$ cat src/rtl/dr_pkg.sv
// Shared definitions for data_assembly_register: operation encodings and
// the fill-count width helper.
package dr_pkg;

    typedef enum logic [1:0] {
        DR_LOAD_ZX = 2'b00,
        DR_LOAD_SX = 2'b01,
        DR_SHL     = 2'b10,
        DR_SHR     = 2'b11
    } dr_funsel_e;

    // Count must represent 0..n inclusive, hence n+1 states.
    function automatic int dr_count_w(input int n);
        return $clog2(n + 1);
    endfunction

endpackage : dr_pkg

$ cat src/rtl/dr_fill_counter.sv
// Saturating 0..N slice counter: load-to-1, increment, hold.
// Also flags when an increment is accepted while already full.
module dr_fill_counter #(
    parameter int N  = 4,
    parameter int CW = 3
) (
    input  logic          clk,
    input  logic          rst_n,
    input  logic          load,
    input  logic          inc,
    output logic [CW-1:0] count,
    output logic          full,
    output logic          ovf_set
);

    logic [CW-1:0] count_next;

    // Full is decoded from the registered count only, so it cannot glitch
    // on input changes.
    assign full    = (count == CW'(N));
    assign ovf_set = inc & full;

    // NOTE: always_comb gives every output a default first so no latch is inferred.
    always_comb begin
        count_next = count;
        if (load)
            count_next = CW'(1);
        else if (inc && !full)
            count_next = count + CW'(1);
    end

    // NOTE: sequential state uses non-blocking assignments only.
    always_ff @(posedge clk or negedge rst_n) begin
        if (!rst_n)
            count <= '0;
        else
            count <= count_next;
    end

endmodule : dr_fill_counter

$ cat src/rtl/data_assembly_register.sv
// Assembles an OUT_W-bit word from IN_W-bit slices (load ZX/SX, shift L/R).
// Optional macro DR_PARITY_EN adds a registered even-parity output Parity.
module data_assembly_register
    import dr_pkg::*;
#(
    parameter  int IN_W  = 8,
    parameter  int OUT_W = 32,
    localparam int N     = OUT_W / IN_W,
    localparam int CW    = dr_count_w(N)
) (
    input  logic             Clock,
    input  logic             Reset,
    input  logic [IN_W-1:0]  I,
    input  logic             E,
    input  logic [1:0]       FunSel,
    output logic [OUT_W-1:0] DROut,
    output logic [CW-1:0]    Count,
    output logic             Full,
`ifdef DR_PARITY_EN
    output logic             Parity,
`endif
    output logic             Overflow
);

    dr_funsel_e       fun;
    logic [OUT_W-1:0] dr_next;
    logic             is_load;
    logic             is_shift;
    logic             ovf_set;

    assign fun      = dr_funsel_e'(FunSel);
    assign is_load  = E & ~FunSel[1];
    assign is_shift = E &  FunSel[1];

    always_comb begin
        dr_next = DROut;
        unique case (fun)
            DR_LOAD_ZX: dr_next = {{(OUT_W-IN_W){1'b0}}, I};
            DR_LOAD_SX: dr_next = {{(OUT_W-IN_W){I[IN_W-1]}}, I};
            DR_SHL:     dr_next = {DROut[OUT_W-IN_W-1:0], I};
            DR_SHR:     dr_next = {I, DROut[OUT_W-1:IN_W]};
            default:    dr_next = DROut;
        endcase
    end

    always_ff @(posedge Clock or negedge Reset) begin
        if (!Reset)
            DROut <= '0;
        else if (E)
            DROut <= dr_next;
    end

    dr_fill_counter #(
        .N  (N),
        .CW (CW)
    ) u_fill_counter (
        .clk     (Clock),
        .rst_n   (Reset),
        .load    (is_load),
        .inc     (is_shift),
        .count   (Count),
        .full    (Full),
        .ovf_set (ovf_set)
    );

    // Overflow is sticky across shifts; only a load or reset restarts it.
    always_ff @(posedge Clock or negedge Reset) begin
        if (!Reset)
            Overflow <= 1'b0;
        else if (is_load)
            Overflow <= 1'b0;
        else if (ovf_set)
            Overflow <= 1'b1;
    end

`ifdef DR_PARITY_EN
    always_ff @(posedge Clock or negedge Reset) begin
        if (!Reset)
            Parity <= 1'b0;
        else if (E)
            Parity <= ^dr_next;
    end
`endif

endmodule : data_assembly_register

$ cat config.mk
export PLATFORM = sky130hd
export DESIGN_NAME = data_assembly_register
export DESIGN_NICKNAME = d
export VERILOG_FILES = /design/src/rtl/dr_pkg.sv /design/src/rtl/dr_fill_counter.sv /design/src/rtl/data_assembly_register.sv
export SDC_FILE = /design/constraint.sdc
export NUM_CORES = 1
export LEC_CHECK = 0
export BUFFER_PORTS_ARGS = -buffer_cell sky130_fd_sc_hd__buf_2
export CAP_MARGIN = 30
export CORE_MARGIN = 2
export CORE_UTILIZATION = 57
export CTS_CLUSTER_SIZE = 14
export DETAILED_ROUTE_END_ITERATION = 16
export GPL_ROUTABILITY_DRIVEN = 1
export HOLD_SLACK_MARGIN = 0.08
export PLACE_DENSITY = 0.95
export REMOVE_ABC_BUFFERS = 1
export SLEW_MARGIN = 10
export SYNTH_ARGS = -nofsm -noshare
export SYNTH_HDL_FRONTEND = slang
export SYNTH_SLANG_ARGS = --single-unit
$ cat constraint.sdc
create_clock -name Clock -period 1.9 [get_ports Clock]
set_input_delay 0.19 -clock Clock [delete_from_list [all_inputs] [get_ports Clock]]
set_output_delay 0.19 -clock Clock [all_outputs]
set_load 0.005 [all_outputs]
# Word level (Yosys, flattened, before mapping)
# Cells that the tools add are included.
dict set report op_classes {
  n_addsub 1
  eq_ne 4
  n_mux 5
  bitwise_logic 4
  n_reduce_logical 5
}
# op count
set op_table {}
lappend op_table {{32-bit case mux with 4 select lines} 1}
lappend op_table {{3-bit 2-to-1 mux} 2}
lappend op_table {{2-bit equality test (second input constant)} 2}
lappend op_table {{2-bit nonzero test} 2}
lappend op_table {{3-bit by 1-bit adder with 3-bit output (second input constant)} 1}
lappend op_table {{1-bit bitwise AND} 3}
lappend op_table {{3-bit equality test (second input constant)} 1}
lappend op_table {{2-bit by 1-bit equality test with 1-bit output (second input constant)} 1}
lappend op_table {{2-bit zero test} 1}
lappend op_table {{1-bit 2-to-1 mux} 2}
lappend op_table {{1-bit logical AND} 1}
lappend op_table {{1-bit zero test} 1}
lappend op_table {{1-bit inverter} 1}
dict set report totals {
  register_bits 36
  in_bits 13
  output_inout_bits 37
}

# Logic depth before layout (Yosys ltp)
# Gate-level depths: netlist of run 1.
dict set report logic_depth {
  ltp_word 5
  ltp_mapped 5
  depth_no_buf 5
}

# Modules after synthesis
# Synthesis of run 1 repeated with hierarchy kept, for this count alone.
dict set report unflattened {
  hier_cells 179
  hier_area_um2 1939.4
}
# module instances cells_each area_each_um2 seq_area_each_um2
set modules_own_cells {}
lappend modules_own_cells {data_assembly_register 1 160 1740.4 825.8}
lappend modules_own_cells {dr_fill_counter 1 19 198.9 75.1}

# Worst setup path after synthesis of run 1
# No wires, ideal clock.
dict set report synth_timing {
  path_kind {register to register}
  start {register u_fill_counter.count[0]}
  end {register u_fill_counter.count[1]}
  setup_time_ps 121
  arrival_time_ps 1066
  required_time_ps 1779
  setup_slack_ps 713
  path_stages_with_launch 6
  synth_period_minus_slack_ps 1187
  cell_sequence {dfrtp_1 > inv_1 > ha_1 > and2_1 > nor2_1 > a22o_1}
}
dict set report synth_via {
  elab_chain_len 4
  word_cells_on_any_way 7
}
# item line_no
set synth_rtl {}
lappend synth_rtl {{start, declared} dr_fill_counter.sv:11} ;# output logic [CW-1:0] count,
lappend synth_rtl {{start signal, assigned} dr_fill_counter.sv:37} ;# count <= count_next;
lappend synth_rtl {{3-bit equality test} dr_fill_counter.sv:20} ;# assign full = (count == CW'(N));
lappend synth_rtl {{net Full} data_assembly_register.sv:18} ;# output logic Full,
lappend synth_rtl {{1-bit zero test} dr_fill_counter.sv:28} ;# else if (inc && !full)
lappend synth_rtl {{1-bit logical AND} dr_fill_counter.sv:28}
lappend synth_rtl {{2-bit nonzero test (no line)} --}
# The timed path passes the listed nets, and every way through them passes these cells. The select of a mux whose other input is x is not followed.
# A chain may end at the register's enable or synchronous reset.

# Worst setup path in the final report of run 1
dict set report layout_timing {
  start {register u_fill_counter.count[0]}
  end {output Full}
}
dict set report layout_via {
  elab_chain_len 1
}
# item line_no
set layout_rtl {}
lappend layout_rtl {{3-bit equality test} dr_fill_counter.sv:20}
lappend layout_rtl {{end, declared} data_assembly_register.sv:18}
# No other way between the ends.

==> results.md, run 1 <==
* Status: finished clean
* Critical path capture point type: primary output
* Filler cells at 311
* DR iter-0 viols at 88
* Slew Viols, Final at 0
* Minimum clock period at 1.60 ns
* Chip Width at 63.6 um
* Post-route clock period utilization at 0.844
* CP Launch Type: register
* Antenna Nets Post-Route at 0
* Ratio of cells with drive above 1 in the final layout at 0.270
* Area of the multi-input gates at a little under 1000 um^2
* Final Hold Vio Count at 0
* Worst EP arrival at 1.41 ns
* Required time of the critical path at 1.71 ns
* DRC at 0
* Actual slew at the worst max-slew pin at 0.786 ns
* Synthesized flop and latch total at 36
* CTS tree: yes
* VDD IR-drop max at 0.558 mV
* Warnings from Yosys at 0
* F_max at 624 MHz
* WL final at approximately 4.4 mm
* Area grow syn2layout at 14.2%
* I/O pin count at 50
* Setup repair bufs after CTS at 0
* Clock buffer count from CTS at 5
* Hold Path End: DROut[3]$_DFFE_PN0P_
* PortBufs at 49
* Pre-Repair DR Iteration Count at 6
* Worst hold path class: in2reg
* Initial Util at 0.602
* Initial antenna violation count at 0
* Total GRT Usage at 0.236
* First-pass GRT wire length at 7.48 mm
* Switching Share at 0.321
* Chip height at 63.6 um
* Total die area at 4040 um^2
* Synthesized area at 2020 um^2
* Max_cap viols at 0
* FF+latch area at approximately 900 um^2
* P_sw at 0.625 mW
* Rows at 21
* Post-Syn Instances at between 200 and 250
* Final setup vio count at 0
* Setup Crit Path Kind: reg2out
* Worst Hold Launch: I[3]
* Maximum number of pins on one net before global-route repair at 37
* Max clock buf depth at 2
* Vias per std cell at approximately 5.6
* Combinational group share of total power at 0.265
* R2r worst-path depth at 5
* PD cells at between 800 and 900 nW/um^2
* Relative slew slack at 0.476
* Final core utilization at 0.687
* Flop pwr share at 0.516
* Total grt overflow at 0
* Clk sinks at 36
* Register area share after synthesis at 0.445
* RSZ-0062 raised after global routing: false
* H-tree Lvls at 2
* Area after DPL at roughly 2200 um^2
* Internal power at 1.32 mW
* RR Endpoint: u_fill_counter.count[0]$_DFFE_PN0P_
* Routability congestion estimate at 0.821
* Pleak at 1.05 nW
* Post-synthesis area per instance at 9.24 um^2
* R2R Path Start: u_fill_counter.count[0]$_DFFE_PN0P_
* Vias at 1731
* Post-layout nets at 277
* Antenna Cells at 0
* Core Footprint at 3360 um^2
* Clk_skew at 0.00770 ns
* Worst-path maximum fanout at 5
* Root buffer cell: clkbuf_4
* Detailed-route wire length per cell at 14.1 um
* Vias in the first global route at 1622
* Worst-path clk slew at roughly 0.1 ns
* Hold depth at 3
* Clk Latency, worst-skew pair at 0.34 ns
* R2R setup slack at 0.58 ns
* Design area at 2310 um^2
* Setup TNS Final at 0 ns
* Post-synthesis cell type count at 24
* Clock power frac at 0.219
* Post-DP HPWL at 2.99 mm
[registers in the layout (all words and copies together), names as in the netlist]
| signal | flops |
|---|---|
| DROut | 32 |
| Overflow | 1 |
| u_fill_counter.count | 3 |
[logic make-up (layout without fill, tap and decap cells)]
family | count (synthesis) | count (layout) | synth area share
and+or+nand+nor | 89 | 89 | 0.244
AOI/OAI and AO/OA | 62 | 62 | 0.187
DFF | 36 | 36 | 0.445
buffers and inverters | 22 | 66 | 0.0723
muxes | 8 | 8 | 0.0396
adders and majority gates | 2 | 2 | 0.0124
[per-stage QoR]
stage | std cells | worst slack [ns] | total power, mW | hold WS, ns
global placement | 300 | 0.559 | 1.50 | 0.317
floorplan | 200 | 0.604 | 1.25 | -0.106
global route | 309 | 0.180 | 2.08 | 0.160
detailed placement | 300 | 0.509 | 1.53 | 0.320
finish | 309 | 0.297 | 1.94 | 0.151
CTS | 309 | 0.293 | 1.96 | 0.139
[Yosys cell counts]
| library cell | number | area share |
|---|---|---|
| a21oi_1 | 13 | 0.032 |
| nor2b_2 | 1 | 0.0043 |
| o211ai_1 | 1 | 0.0037 |
| ha_1 | 2 | 0.012 |
| o21ai_1 | 10 | 0.025 |
| and2_1 | 23 | 0.071 |
| nand2_4 | 1 | 0.0056 |
| o21ai_2 | 9 | 0.039 |
| nor2_1 | 32 | 0.059 |
| nand3_1 | 1 | 0.0025 |
| mux2i_1 | 8 | 0.040 |
| nand2b_1 | 8 | 0.025 |
| buf_2 | 3 | 0.0074 |
| buf_8 | 1 | 0.0074 |
| inv_1 | 3 | 0.0056 |
| buf_6 | 5 | 0.028 |
| o21ai_0 | 5 | 0.012 |
| clkbuf_1 | 7 | 0.013 |
| nand3b_1 | 18 | 0.067 |
| a22o_1 | 1 | 0.0043 |
| dfrtp_1 | 36 | 0.44 |
| a31oi_1 | 23 | 0.071 |
| buf_4 | 3 | 0.011 |
| nand2_1 | 5 | 0.0093 |
[worst max-delay path by stage]
stage	depth (start not counted)	slack, ns	to	start
6_report	4	0.30	Full	u_fill_counter.count[0]$_DFFE_PN0P_
5_1_grt	4	0.18	Full	u_fill_counter.count[0]$_DFFE_PN0P_
4_1_cts	4	0.29	Full	u_fill_counter.count[0]$_DFFE_PN0P_
3_5_place_dp	5	0.51	DROut[7]$_DFFE_PN0P_	FunSel[1]
3_3_place_gp	5	0.56	DROut[4]$_DFFE_PN0P_	FunSel[1]
2_1_floorplan	3	0.60	DROut[10]$_DFFE_PN0P_	I[7]
[cells in the final DEF (no fill, tap or decap)]
cell / synthesis / final
buf_2: 3 / 49
dfrtp_1: 36 / 36
nor2_1: 32 / 32
and2_1: 23 / 23
a31oi_1: 23 / 23
nand3b_1: 18 / 18
a21oi_1: 13 / 13
o21ai_1: 10 / 10
o21ai_2: 9 / 9
mux2i_1: 8 / 8
nand2b_1: 8 / 8
nand2_1: 5 / 5
o21ai_0: 5 / 5
clkbuf_4: 0 / 5
buf_4: 3 / 4
inv_1: 3 / 3
ha_1: 2 / 2
clkbuf_1: 7 / 2
nor2b_2: 1 / 1
nand2_4: 1 / 1
nand3_1: 1 / 1
a22o_1: 1 / 1
o211ai_1: 1 / 1
clkbuf_8: 0 / 1
dlygate4sd3_1: 0 / 1
buf_12: 0 / 1
[power by group through the flow]
stage / clock network, mW / logic [mW] / registers [mW]
2_1_floorplan: 0 / 0.247 / 1.01
6_report: 0.425 / 0.516 / 1.00
3_5_place_dp: 0 / 0.516 / 1.01
5_1_grt: 0.471 / 0.585 / 1.02
3_3_place_gp: 0 / 0.489 / 1.01
4_1_cts: 0.437 / 0.523 / 1.00
[worst max-delay path: stages, from the launching register on]
cell and delay, ns:
dfrtp_1 0.43, inv_1 0.08, ha_1 0.19, and2_1 0.23, buf_2 0.15
[area by class of cell]
class / count / share of cell area
multi-input combinational: 161 / 0.423
sequential: 36 / 0.390
timing repair buffer: 55 / 0.132
clock buffer: 8 / 0.0254
tap: 46 / 0.0249
inverter: 3 / 0.00487
[timing repair]
action                    CTS  global route
hold endpoints to repair   36             0
hold buffers                1             0
gates resized for setup     0             0
[routing by layer]
layer	track usage	part of all wire
met5	0	0
met4	0.0842	0.016
met3	0.0714	0.060
met2	0.396	0.50
met1	0.285	0.43
No activity file was read; power rests on OpenSTA's default activity.
==> inputs of run 2 (changes only) <==
Settings changed: ABC_AREA from default to 1, CORE_UTILIZATION 57 to 52, PLACE_DENSITY 0.95 to 0.9.
Clock period 1.9 ns to 1.5 ns, I/O delays scaled along.
==> run 2 against run 1 <==
  * Die area grew 4.8%
  * Sequential power grew 22%
  * Global-route usage grew 0.23 points
  * Clock skew shrank 0.0041 ns
  * Hold slack gained 0.0092 ns
  * First-iteration DRC count grew to 2.9 times the previous value
  * Via count grew 9.7%
  * Sequential cell count is the same
  * Routed wire length grew 7.1%
  * Final area shrank 1.9%
==> results.md, run 2 <==
* Clk Latency, worst-skew pair at 0.29 ns (-0.05 ns)
* Pleak at 1.24 nW (+18%)
* Pre-Repair DR Iteration Count at 4 (-2)
* Detailed-route wire length per cell at 13.5 um (-4.4%)
* I/O pin count at 50 (unchanged)
* Vias per std cell at 5.49 (-2.0%)
* DR iter-0 viols at 258 (+190%)
* Max clock buf depth at 2 (unchanged)
* Warnings from Yosys at 0 (unchanged)
* Maximum number of pins on one net before global-route repair at 36 (-2.7%)
* Vias in the first global route at 1690 (+4.2%)
* Clk sinks at 36 (unchanged)
* Post-synth top area cell: dfrtp_1
* Required time of the critical path at 1.35 ns (-0.36 ns)
* Commonest cells after routing, fill and taps aside: nand3_1 (82), nand2_1 (75), buf_2 (49), dfrtp_1 (36), a21oi_1 (18)
* DRC at 0 (unchanged)
* Core Footprint at 3630 um^2 (+8.0%)
* Setup Crit Path Kind: reg2out
* Largest cells by area after synthesis: dfrtp_1 (46%), nand3_1 (21%), nand2_1 (15%)
* Share of the synthesized area in the top cell type at 0.464 (+0.0192)
* # hold bufs at CTS at 1 (unchanged)
* EDFF count, synth at 0 (unchanged)
* H-tree Lvls at 2 (unchanged)
* Antenna Nets Post-Route at 0 (unchanged)
* Post-Syn Instances at 256 (+17%)
* Setup repair bufs after CTS at 0 (unchanged)
* Regs by FF count: DROut x32, u_fill_counter.count x3, Overflow x1
* Post-route clock period utilization at 0.907
* Synthesized flop and latch total at 36 (unchanged)
* Chip height at 65.1 um (+2.4%)
* WL final at 4.67 mm (+7.1%)
* Area of the multi-input gates at 882 um^2 (-9.7%)
* PortBufs at 49 (unchanged)
* FF+latch area at 901 um^2 (unchanged)
* Max_cap viols at 0 (unchanged)
* Clock buffer count from CTS at 5 (unchanged)
* Actual slew at the worst max-slew pin at 0.558 ns (-0.227 ns)
* Cts repair resizes at 0 (unchanged)
* RSZ-0062 raised after global routing: false
* Worst EP arrival at 1.21 ns (-0.20 ns)
* Finished Layout Cells at 346 (+12%)
* Post-layout nets at 313 (+13%)
* Worst-path maximum fanout at 4 (-1)
* F_max at about 730 MHz
* Total GRT Usage at 0.238 (+0.00235)
* Register area share after synthesis at 0.464 (+0.0192)
* Initial Util at 0.534 (-0.0678)
* Final Hold Vio Count at 0 (unchanged)
* Status: finished clean
* Max reg flops at 32 (unchanged)
* Minimum clock period at approximately 1.4 ns
* Post-synthesis area per instance at 7.58 um^2 (-18%)
* Antenna Cells at 0 (unchanged)
* Critical path capture point type: primary output
* Clk_skew at 0.00357 ns (-0.00414 ns)
* Setup TNS Final at 0 ns (unchanged)
* Worst-path clk slew at 0.07 ns (-0.03 ns)
* CTS tree: yes
* Cell with the most instances after synthesis: nand3_1
* Routability congestion estimate at 0.835 (+1.7%)
* Most used DFF post-synth: dfrtp_1
* Relative slew slack at 0.627 (+0.151)
* Initial antenna violation count at 0 (unchanged)
* Slew Viols, Final at 0 (unchanged)
* Most flops, register: DROut
* Final setup vio count at 0 (unchanged)
* Chip Width at 65.1 um (+2.4%)
* Rows at 22 (+4.8%)
* Total die area at 4240 um^2 (+4.8%)
* Total grt overflow at 0 (unchanged)
* Commonest non-fill, non-tap cell in the layout: nand3_1
* Area grow syn2layout at 16.8%
* Worst hold path class: in2reg
* Root buffer cell: clkbuf_8
* Commonest cells post-synth: nand3_1 (82), nand2_1 (75), dfrtp_1 (36)
* Async S/R FF share, synth at 1.00 (unchanged)
* Vias at 1899 (+9.7%)
* Ratio of cells with drive above 1 in the final layout at 0.225 (-0.0451)
* PD cells at 1100 nW/um^2 (+30%)
* Synthesized area at 1940 um^2 (-4.1%)
* Post-DP HPWL at 3.03 mm (+1.2%)
* First-pass GRT wire length at 7.77 mm (+3.9%)
* Post-synthesis cell type count at 19 (-21%)
* VDD IR-drop max at 0.798 mV (+43%)
* CP Launch Type: register
* Filler cells at 327 (+5.1%)
* Placed cells at 338 (+13%)
run 2: changes by cell type in the layout (fill, tap and decap cells not counted), sizes merged, moves of 8 or more:
cell | before | now
a31oi | 23 | 0
and2 | 23 | 0
mux2i | 8 | 0
nand2 | 6 | 76
nand2b | 8 | 0
nand3 | 1 | 83
nand3b | 18 | 0
nor2 | 32 | 10
o21ai | 24 | 1
run 2: report_power, final:
group	internal, mW	switching (mW)
Clock	0.409	0.337
Sequential	1.10	0.125
Combinational	0.227	0.291
Total	1.73	0.752
run 2: path summary, 6_finish.rpt:
check | slack (ns) | from | depth (start not counted) | to
setup / recovery | 0.14 | u_fill_counter.count[0]$_DFFE_PN0P_ | 5 | Full
hold reg to reg | 0.50 | DROut[25]$_DFFE_PN0P_ | 2 | DROut[25]$_DFFE_PN0P_
min in group asynchronous | 0.38 | Reset | 2 | DROut[12]$_DFFE_PN0P_
setup reg to reg | 0.22 | u_fill_counter.count[0]$_DFFE_PN0P_ | 7 | u_fill_counter.count[0]$_DFFE_PN0P_
hold / removal | 0.16 | I[1] | 3 | DROut[1]$_DFFE_PN0P_
max in group asynchronous | 0.59 | Reset | 3 | DROut[6]$_DFFE_PN0P_
run 2: worst max-delay path: stages, from the launching register on:
cell,delay [ns]
dfrtp_1,0.39
inv_1,0.08
ha_1,0.19
nand2_1,0.10
inv_1,0.05
buf_2,0.12
run 2: stage by stage:
stage / total power, mW / cell area [um^2] / hold slack (ns) / setup slack [ns] / utilization
2_1_floorplan: 1.46 / 1810 / -0.146 / 0.361 / -
3_3_place_gp: 1.73 / 2160 / 0.152 / 0.286 / 0.594
3_5_place_dp: 1.75 / 2160 / 0.159 / 0.235 / 0.594
4_1_cts: 2.50 / 2270 / 0.154 / 0.133 / 0.624
5_1_grt: 2.63 / 2270 / 0.153 / 0.0427 / 0.624
6_report: 2.48 / 2270 / 0.160 / 0.139 / 0.624
run 2: per-layer routing:
metal / global-route usage / share of wire
met1: 0.319 / 0.45
met2: 0.375 / 0.48
met3: 0.0548 / 0.051
met5: 0 / 0
met4: 0.0964 / 0.017
run 2: kinds of logic (layout without fill, tap and decap cells):
group | after synthesis | in the layout | share of synthesized area
AOI/OAI and AO/OA | 20 | 20 | 0.0529
xor gates and xnor gates | 1 | 1 | 0.00451
adders and majority gates | 2 | 2 | 0.0129
buffers and inverters | 28 | 70 | 0.0812
DFF | 36 | 36 | 0.464
and+or+nand+nor | 169 | 169 | 0.384
run 2: area by class of cell:
cell class / instances / area share
Inverter: 7 / 0.0116
Tap cell: 48 / 0.0265
Multi-Input combinational cell: 192 / 0.389
Clock buffer: 7 / 0.0425
Sequential cell: 36 / 0.398
Timing Repair Buffer: 56 / 0.133
==> inputs of run 3 (changes only) <==
Settings changed: CAP_MARGIN 30 to default, CORE_UTILIZATION 52 to 47, PLACE_DENSITY 0.9 to 0.86.
Clock period 1.5 ns to 1.2 ns, I/O delays scaled along.
==> run 3 against run 2 <==
  * The run now ends with negative setup slack left
  * Via count increased by 3.8%
  * Non-clock buffer count increased by 12
  * Register-to-register slack got worse by 0.13 ns
  * Clock skew decreased by 0.00093 ns
  * Combinational power increased by 48%
  * Power increased by 28%
  * Final area increased by 6.3%
  * Critical path depth unchanged
  * Utilization decreased by 2.1 points
  * Worst setup slack got worse by 0.17 ns
  * Critical endpoint unchanged
  * Largest power group unchanged
==> results.md, run 3 (synthesized netlist as in run 2, its figures left out) <==
* VDD IR-drop max at 0.943 mV (+18%)
* CP dominant cell by count: inv_2
* Failing checks: negative setup slack
* Ratio of cells with drive above 1 in the final layout at 0.270 (+0.0453)
* Antenna Cells at 0 (unchanged)
* CP Launch Type: register
* Design area at 2410 um^2 (+6.3%)
* Final Hold Vio Count at 0 (unchanged)
* Detailed-route wire length per cell at 13.5 um (+0.15%)
* CTS tree: yes
* Total GRT Usage at 0.219 (-0.0185)
* Post-layout nets at 325 (+3.8%)
* Vias in the first global route at 1661 (-1.7%)
* RSZ-0062 raised after global routing: true
* Post-DP HPWL at 3.37 mm (+11%)
* Required time of the critical path at 1.08 ns (-0.27 ns)
* Regs by FF count: DROut x32, u_fill_counter.count x3, Overflow x1
* Filler cells at 369 (+13%)
* Worst Hold Launch: I[1]
* Total grt overflow at 0 (unchanged)
* Final setup vio count at 1 (+1)
* R2R setup slack at 0.09 ns (-0.13 ns)
* F_max at 814 MHz
* Total power at 3.19 mW (+28%)
* Vias at 1971 (+3.8%)
* Most flops, register: DROut
* Finished Layout Cells at 361 (+4.3%)
* WHS at 0.142 ns (-0.0175 ns)
* Chip Width at 68.3 um (+4.9%)
* Total die area at 4660 um^2 (+10%)
* Max clock buf depth at 2 (unchanged)
* First-pass GRT wire length at 7.67 mm (-1.3%)
* CP top delay family: flip-flops
* Relative slew slack at 0.740 (+0.112)
* Crit-path cells: inv_2, ha_4, nand2_4, inv_2, buf_6
* I/O pin count at 50 (unchanged)
* Post-route clock period utilization at 1.02
* PD cells at 1320 nW/um^2 (+21%)
* Maximum number of pins on one net before global-route repair at 29 (-19%)
* WL final at 4.88 mm (+4.5%)
* H-tree Lvls at 2 (unchanged)
* PortBufs at 49 (unchanged)
* Setup TNS Final at -0.0282 ns (-0.0282 ns)
* Hold Path End: DROut[1]$_DFFE_PN0P_
* Final worst slack at -0.0282 ns (-0.167 ns)
* Rows at 23 (+4.5%)
* Bufs and invs on worst path at 3 (unchanged)
* RR Endpoint: u_fill_counter.count[0]$_DFFE_PN0P_
* Status: finished with violations
* Area after DPL at 2250 um^2 (+4.4%)
* Initial antenna violation count at 0 (unchanged)
* Minimum clock period at 1.23 ns
* Worst hold path class: in2reg
* Actual slew at the worst max-slew pin at 0.390 ns (-0.168 ns)
* Pre-Repair DR Iteration Count at 6 (+2)
* DR iter-0 viols at 292 (+13%)
* Chip height at 68.3 um (+4.9%)
* Vias per std cell at 5.46 (-0.52%)
* FF+latch area at 901 um^2 (unchanged)
* Commonest cells after routing, fill and taps aside: nand3_1 (81), nand2_1 (74), buf_2 (48), dfrtp_1 (36), a21oi_1 (18)
* Clk sinks at 36 (unchanged)
* Hold depth at 3 (unchanged)
* Root buffer cell: clkbuf_8
* Antenna Nets Post-Route at 0 (unchanged)
* Clock buffer count from CTS at 5 (unchanged)
* Slew Viols, Final at 0 (unchanged)
* R2R Path Start: u_fill_counter.count[0]$_DFFE_PN0P_
* Final core utilization at 0.602 (-0.0215)
* Clk Latency, worst-skew pair at 0.29 ns (about the same)
* Core Footprint at 4000 um^2 (+10%)
* Worst-path maximum fanout at 3 (-1)
* Commonest non-fill, non-tap cell in the layout: nand3_1
* Area of the multi-input gates at 907 um^2 (+2.8%)
* DRC at 0 (unchanged)
* Placed cells at 349 (+3.3%)
* Setup Crit Path Kind: reg2out
* Worst EP arrival at 1.11 ns (-0.10 ns)
* Worst-path clk slew at 0.07 ns (about the same)
* Slowest stage cell, crit path: dfrtp_1
* Worst slack at placement at -0.0176 ns (-0.253 ns)
* Area grow syn2layout at 24.1%
* R2r worst-path depth at 7 (unchanged)
* Pleak at 1.31 nW (+5.8%)
* Clk_skew at 0.00263 ns (-0.000931 ns)
* Max reg flops at 32 (unchanged)
* Max_cap viols at 0 (unchanged)
* Routability congestion estimate at 0.803 (-3.9%)
* Initial Util at 0.485 (-0.0489)
* Critical path capture point type: primary output
* CP max stage delay at 0.40 ns (about the same)
run 3: area by class of cell:
cell class / instances / share of cell area
repair buffers: 68 / 0.175
well taps: 50 / 0.0260
inverters: 7 / 0.0109
clock buffers: 8 / 0.0374
multi-input cells: 192 / 0.377
flip-flops and latches: 36 / 0.374
run 3: worst min-delay path: stages:
cell	delay [ns]
buf_2	0.09
a21oi_1	0.06
a21oi_1	0.12
run 3: per-layer routing:
layer	GRT usage	vias up	wire, um
met4	0.0575	0	45
met5	0	-	0
met1	0.312	921	2200
met3	0.0576	6	361
li1	-	957	-
met2	0.331	87	2280
run 3: worst max path at each step:
stage	start	end	slack, ns	cells after the start
3_5_place_dp	u_fill_counter.count[1]$_DFFE_PN0P_	u_fill_counter.count[0]$_DFFE_PN0P_	-0.02	7
6_report	u_fill_counter.count[0]$_DFFE_PN0P_	Full	-0.03	5
3_3_place_gp	u_fill_counter.count[1]$_DFFE_PN0P_	u_fill_counter.count[0]$_DFFE_PN0P_	0.06	7
4_1_cts	u_fill_counter.count[1]$_DFFE_PN0P_	Full	-0.03	5
5_1_grt	u_fill_counter.count[0]$_DFFE_PN0P_	Full	-0.07	5
2_1_floorplan	u_fill_counter.count[0]$_DFFE_PN0P_	u_fill_counter.count[0]$_DFFE_PN0P_	0.06	7
run 3: what timing repair did:
item | 4_1_cts | 5_1_grt
gates resized for setup | 5 | 4
buffers inserted | 2 | 1
hold endpoints to repair | 36 | 0
pin swaps | 1 | 0
setup endpoints to repair | 3 | 3
hold buffers | 1 | 0
run 3: where the power goes:
part / switching (mW) / total [mW] / internal (mW)
Combinational: 0.404 / 0.767 / 0.363
Clock: 0.426 / 0.894 / 0.468
Sequential: 0.156 / 1.53 / 1.37
